[src/rtl/icache_pkg.sv]
// Shared definitions for the instruction cache: geometry defaults,
// FSM state encoding and address field width helpers.
package icache_pkg;

    localparam int IC_LINES = 16;
    localparam int IC_WORDS = 4;
    localparam int ADDR_W   = 32;
    localparam int DATA_W   = 32;

    typedef enum logic [1:0] {
        IC_IDLE   = 2'd0,
        IC_REFILL = 2'd1,
        IC_RESP   = 2'd2
    } ic_state_t;

    // Word-offset field width.
    function automatic int off_w(input int words);
        return $clog2(words);
    endfunction

    // Line-index field width.
    function automatic int idx_w(input int lines);
        return $clog2(lines);
    endfunction

    // Tag width: everything above index, offset and the byte bits.
    function automatic int tag_w(input int lines, input int words);
        return ADDR_W - $clog2(words) - $clog2(lines) - 2;
    endfunction

endpackage

[src/rtl/icache_array.sv]
// Valid/tag/data storage for the direct-mapped instruction cache.
// Combinational read port; a single write port used by the refill path.
// Only the valid bits are reset; tags and data are plain storage.
module icache_array
    import icache_pkg::*;
#(
    parameter int LINES = IC_LINES,
    parameter int WORDS = IC_WORDS,
    localparam int OFF_W = off_w(WORDS),
    localparam int IDX_W = idx_w(LINES),
    localparam int TAG_W = tag_w(LINES, WORDS)
) (
    input  logic             clk,
    input  logic             rst_n,
    input  logic [IDX_W-1:0] rd_idx,
    input  logic [OFF_W-1:0] rd_off,
    output logic             rd_valid,
    output logic [TAG_W-1:0] rd_tag,
    output logic [31:0]      rd_word,
    input  logic             wr_word_en,
    input  logic [IDX_W-1:0] wr_idx,
    input  logic [OFF_W-1:0] wr_off,
    input  logic [31:0]      wr_word,
    input  logic             wr_tag_en,
    input  logic [TAG_W-1:0] wr_tag,
    input  logic             set_valid,
    input  logic             flush_all
);

    logic [LINES-1:0] valid_q;
    logic [TAG_W-1:0] tag_q  [LINES];
    logic [31:0]      data_q [LINES][WORDS];

    // Valid bits: flush wins over a same-cycle set so a flushed refill stays invalid.
    always_ff @(posedge clk or negedge rst_n) begin
        if (!rst_n) begin
            valid_q <= '0;
        end else if (flush_all) begin
            valid_q <= '0;
        end else if (set_valid) begin
            valid_q[wr_idx] <= 1'b1;
        end
    end

    // Tag storage, written once per completed refill.
    always_ff @(posedge clk) begin
        if (wr_tag_en) begin
            tag_q[wr_idx] <= wr_tag;
        end
    end

    // Data storage, one word per refill beat.
    always_ff @(posedge clk) begin
        if (wr_word_en) begin
            data_q[wr_idx][wr_off] <= wr_word;
        end
    end

    assign rd_valid = valid_q[rd_idx];
    assign rd_tag   = tag_q[rd_idx];
    assign rd_word  = data_q[rd_idx][rd_off];

endmodule

[src/rtl/icache.sv]
// Direct-mapped read-only instruction cache. Hits answer combinationally;
// misses refill the whole line as an in-order burst and then return the
// requested word with a one-cycle valid pulse.
//
//   state     | meaning
//   ----------+-----------------------------------------------------------
//   IC_IDLE   | serving hits; a miss latches the address and starts refill
//   IC_REFILL | mem_req held, beats written into the miss line in order
//   IC_RESP   | one-cycle return of the requested word from the new line
module icache
    import icache_pkg::*;
#(
    parameter int LINES = IC_LINES,
    parameter int WORDS = IC_WORDS
) (
    input  logic        clk,
    input  logic        rst_n,
    input  logic        icache_req,
    input  logic [31:0] icache_addr,
    output logic [31:0] icache_data,
    output logic        icache_valid,
    input  logic        flush,
    output logic        mem_req,
    output logic [31:0] mem_addr,
    input  logic [31:0] mem_rdata,
    input  logic        mem_rvalid
);

    localparam int OFF_W = off_w(WORDS);
    localparam int IDX_W = idx_w(LINES);
    localparam int TAG_W = tag_w(LINES, WORDS);
    localparam int LSB   = OFF_W + 2;

    ic_state_t        state_q;
    logic [OFF_W-1:0] cnt_q;
    logic [31:2]      miss_addr_q;
    logic             flush_pend_q;
    logic             mem_req_q;
    logic [31:0]      mem_addr_q;

    logic [OFF_W-1:0] req_off;
    logic [IDX_W-1:0] req_idx;
    logic [TAG_W-1:0] req_tag;
    logic [OFF_W-1:0] miss_off;
    logic [IDX_W-1:0] miss_idx;
    logic [TAG_W-1:0] miss_tag;

    logic [IDX_W-1:0] rd_idx;
    logic [OFF_W-1:0] rd_off;
    logic             rd_valid;
    logic [TAG_W-1:0] rd_tag;
    logic [31:0]      rd_word;

    logic             hit;
    logic             beat;
    logic             last_beat;
    logic [1:0]       unused_byte_bits;

    assign req_off  = icache_addr[LSB-1:2];
    assign req_idx  = icache_addr[LSB+IDX_W-1:LSB];
    assign req_tag  = icache_addr[31:LSB+IDX_W];
    assign miss_off = miss_addr_q[LSB-1:2];
    assign miss_idx = miss_addr_q[LSB+IDX_W-1:LSB];
    assign miss_tag = miss_addr_q[31:LSB+IDX_W];

    assign unused_byte_bits = icache_addr[1:0];

    // Outside IDLE the read port follows the latched miss so RESP sees the refilled line.
    assign rd_idx = (state_q == IC_IDLE) ? req_idx : miss_idx;
    assign rd_off = (state_q == IC_IDLE) ? req_off : miss_off;

    assign hit       = (state_q == IC_IDLE) && icache_req && rd_valid && (rd_tag == req_tag);
    assign beat      = (state_q == IC_REFILL) && mem_rvalid;
    assign last_beat = beat && (cnt_q == OFF_W'(WORDS - 1));

    icache_array #(
        .LINES (LINES),
        .WORDS (WORDS)
    ) u_array (
        .clk        (clk),
        .rst_n      (rst_n),
        .rd_idx     (rd_idx),
        .rd_off     (rd_off),
        .rd_valid   (rd_valid),
        .rd_tag     (rd_tag),
        .rd_word    (rd_word),
        .wr_word_en (beat),
        .wr_idx     (miss_idx),
        .wr_off     (cnt_q),
        .wr_word    (mem_rdata),
        .wr_tag_en  (last_beat),
        .wr_tag     (miss_tag),
        .set_valid  (last_beat && !flush_pend_q),
        .flush_all  (flush)
    );

    // Miss handling FSM with beat counter, miss latch and memory request outputs.
    always_ff @(posedge clk or negedge rst_n) begin
        if (!rst_n) begin
            state_q      <= IC_IDLE;
            cnt_q        <= '0;
            miss_addr_q  <= '0;
            flush_pend_q <= 1'b0;
            mem_req_q    <= 1'b0;
            mem_addr_q   <= '0;
        end else begin
            case (state_q)
                IC_IDLE: begin
                    if (icache_req && !hit) begin
                        miss_addr_q <= icache_addr[31:2];
                        cnt_q       <= '0;
                        mem_req_q   <= 1'b1;
                        mem_addr_q  <= {icache_addr[31:LSB], {LSB{1'b0}}};
                        state_q     <= IC_REFILL;
                    end
                end
                IC_REFILL: begin
                    if (flush) begin
                        flush_pend_q <= 1'b1;
                    end
                    if (mem_rvalid) begin
                        cnt_q <= cnt_q + OFF_W'(1);
                        if (last_beat) begin
                            mem_req_q  <= 1'b0;
                            mem_addr_q <= '0;
                            state_q    <= IC_RESP;
                        end
                    end
                end
                IC_RESP: begin
                    flush_pend_q <= 1'b0;
                    state_q      <= IC_IDLE;
                end
                default: begin
                    state_q <= IC_IDLE;
                end
            endcase
        end
    end

    assign mem_req      = mem_req_q;
    assign mem_addr     = mem_addr_q;
    assign icache_valid = hit || (state_q == IC_RESP);
    assign icache_data  = icache_valid ? rd_word : 32'h0;

endmodule
[config.mk]
export PLATFORM = sky130hd
export DESIGN_NAME = icache
export DESIGN_NICKNAME = d
export VERILOG_FILES = /design/src/rtl/icache_pkg.sv /design/src/rtl/icache_array.sv /design/src/rtl/icache.sv
export SDC_FILE = /design/constraint.sdc
export NUM_CORES = 2
export LEC_CHECK = 0
export BUFFER_PORTS_ARGS = -buffer_cell sky130_fd_sc_hd__clkbuf_2
export CORE_MARGIN = 3
export CORE_UTILIZATION = 40
export DETAILED_ROUTE_END_ITERATION = 8
export PLACE_DENSITY = 0.67
export SKIP_CTS_REPAIR_TIMING = 1
export SLEW_MARGIN = 40
export SYNTH_ARGS = -nofsm -noshare
export SYNTH_HDL_FRONTEND = slang
export SYNTH_SLANG_ARGS = --single-unit
[constraint.sdc]
create_clock -name clk -period 11.4 [get_ports clk]
set_input_delay 1.14 -clock clk [delete_from_list [all_inputs] [get_ports clk]]
set_output_delay 1.14 -clock clk [all_outputs]
set_load 0.02 [all_outputs]
==> flow_summary.json <==
{
  "synthTopCellsByArea": "edfxtp_1 74%, mux4_2 12%, nand2_1 2.3%",
  "post_drt_wl_per_cell_um": 29.0,
  "finClkSkew_ps": 43.3,
  "syn-mean-instance-area_sq_um": 19.7,
  "critPathKind": "reg2out",
  "cellPowerDensity_nw_per_um2": 254,
  "drv_slew": 0,
  "ant_nets": 0,
  "drtIter0Drc": 5813,
  "grt_pass1_wl_um": 360000,
  "drt-total-wl_um": 249000,
  "die_area_sq_um": 251000,
  "async_flop_share": 0.0318,
  "clockRootBuffer": "clkbuf_16",
  "p_sw_frac": 0.335,
  "synth_common_cells": "2432 x edfxtp_1, 597 x nand2_1, 538 x mux4_2",
  "drc": 0,
  "tightest_slew_ps": 933,
  "netSwitchingPower_w": 0.00947,
  "fmax_ghz": 0.126,
  "die_w_um": 501,
  "synth_most_common_cell": "edfxtp_1",
  "cts.path.max_buffers": 3,
  "start_kind": "flip-flop",
  "yosysUniqueCellTypes": 81,
  "setup_viol": 0,
  "synth-edff-count": 2432,
  "period_share": 0.697,
  "syn_inst": 4984,
  "fin_total_pwr_w": 0.0282,
  "dp_hpwl_um": 130000,
  "grt_usage": 0.197,
  "grt-ovfl-total": 0,
  "rsz0062_at_grt": "false",
  "top_level_ports": 135,
  "grt_max_degree": 134,
  "seq_power_share": 0.388,
  "rows": 181,
  "clkSlewWorstSetupHoldPaths_ps": 60,
  "ys.warnings.count": 0,
  "syn_area_sq_um": 98000,
  "routabilityCongestion": 0.798,
  "fin_tns_setup_ps": 0,
  "first_pass_iters": 6,
  "max-vdd-ir-drop_mv": 0.251,
  "power.share.clock": 0.268,
  "cts_tree": "built",
  "status": "finished, final reports clean",
  "cp_max_fo": 63,
  "arrival_ps": 6810,
  "r2r_cells": 12,
  "relSlewSlack": 0.374,
  "ys_ff_latch": 2512,
  "drive_gt1_frac": 0.244,
  "period_needed_ps": 7950,
  "power.leakage_nw": 35.3,
  "cts_made_buffers": 226,
  "yosysTopAreaCellShare": 0.745,
  "area_growth_syn_to_layout_pct": 13.4,
  "hold_viol_final": 0,
  "core_area_sq_um": 243000,
  "p_int_w": 0.0188,
  "synth-seq-area-share": 0.765,
  "synthFlopType": "edfxtp_1",
  "endpoint_kind": "output port",
  "clock_sinks": 2512,
  "via_per_inst": 5.89,
  "pwr-share-comb": 0.344,
  "yosysTopAreaCell": "edfxtp_1",
  "nets": 5267,
  "initial_utilization": 0.403,
  "insertion_delay_ps": 860,
  "antenna_found_initial": 6,
  "grt_pass1_vias": 50800,
  "num_vias": 50500,
  "port_buffers": 128,
  "hold_class": "in2async",
  "ctsHtreeMaxLevel": 4,
  "die_h_um": 501,
  "maxCapViolations": 0,
  "crit_required_ps": 10260
}
layer usage:
layer  part of all wire  up-vias  global-route usage  wire [um]
li1                   -    20800                   -          -
met1               0.40    26900               0.271      99100
met2               0.48     2405               0.316     120000
met3              0.091      377              0.0386      22500
met4              0.030        4              0.0618       7490
met5            0.00011        -                   0         27
cells by family (layout without fill, tap and decap cells):
family,Yosys count,after routing,synth area share
flip-flops,2512,2512,0.765
AND/OR/NAND/NOR,1090,1090,0.0500
multiplexers,660,660,0.136
AO/OA/AOI/OAI,367,367,0.0307
buffers and inverters,327,716,0.0150
XOR/XNOR,23,23,0.00205
adder cells (fa/ha/maj),4,4,0.000510
other,1,8,0.0000382
path summary, 6_finish.rpt:
path / startpoint / slack, ps / to
min: rst_n / 280 / mem_req
max in group asynchronous: rst_n / 10000 / miss_addr_q[19]
max: state_q[1] / 3450 / icache_data[18]
max reg2reg: state_q[1] / 5410 / miss_addr_q[28]
min in group clk: mem_req / 490 / mem_req
min reg2reg: mem_req / 490 / mem_req
state kept, by name, indices dropped and copies added, names as in the netlist:
register         count
u_array.valid_q     16
cnt_q                2
state_q              2
mem_req              1
flush_pend_q         1
u_array.tag_q      384
u_array.data_q    2048
miss_addr_q         30
mem_addr            28
cells in the final DEF (no fill, tap or decap), types with 31 or more instances in the layout:
cell / netlist / routed
a311oi_1: 67 / 31
nand3_1: 161 / 161
clkbuf_2: 0 / 127
dfrtp_1: 80 / 79
and3_1: 129 / 129
mux2i_1: 89 / 87
nor2_1: 108 / 41
o21ai_0: 33 / 31
nor2_4: 0 / 67
edfxtp_1: 2432 / 2432
a311o_1: 65 / 65
a311oi_2: 0 / 36
clkbuf_16: 0 / 229
clkinv_1: 0 / 39
mux4_2: 538 / 538
clkbuf_1: 190 / 54
nand2_1: 597 / 592
clkinv_2: 0 / 35
buf_4: 16 / 124
power by group through the flow:
stage,logic (W),clock network [W],registers [W]
floorplan,0.00641,0,0.0111
global placement,0.00945,0,0.0111
detailed placement,0.00966,0,0.0112
CTS,0.00970,0.00769,0.0110
global route,0.0103,0.00805,0.0110
finish,0.00970,0.00758,0.0110
worst max-delay path: stages (launching register included):
cell and delay [ps]:
dfrtp_1 860, o21ai_0 470, nand2_8 550, buf_4 770
nand2_1 340, o2111ai_1 320, xor2_1 190, o2111ai_1 130
o22ai_1 370, nand3_1 370, o22ai_4 200, buf_4 440
and3_1 470, clkbuf_2 240
stage by stage:
stage	instance area (sq um)	std cells	setup WS, ps	utilization	hold WS, ps
after floorplan	98100	4987	5930	-	455
after global placement	103000	8151	3800	0.424	468
after detailed placement	104000	8163	3820	0.426	471
after CTS	111000	8573	3430	0.456	236
after global routing	111000	8581	3260	0.457	277
final	111000	8582	3450	0.457	276
area by class of cell:
cell class,count,area (sq um)
Multi-Input combinational cell,2148,22400
Timing Repair Buffer,295,2370
Tap cell,3202,4010
Inverter,11,41.3
Fill cell,20100,132000
Clock inverter,119,1310
Clock buffer,291,6040
Sequential cell,2512,75000
Antenna cell,4,10.0
No activity file was read; power rests on OpenSTA's default activity.
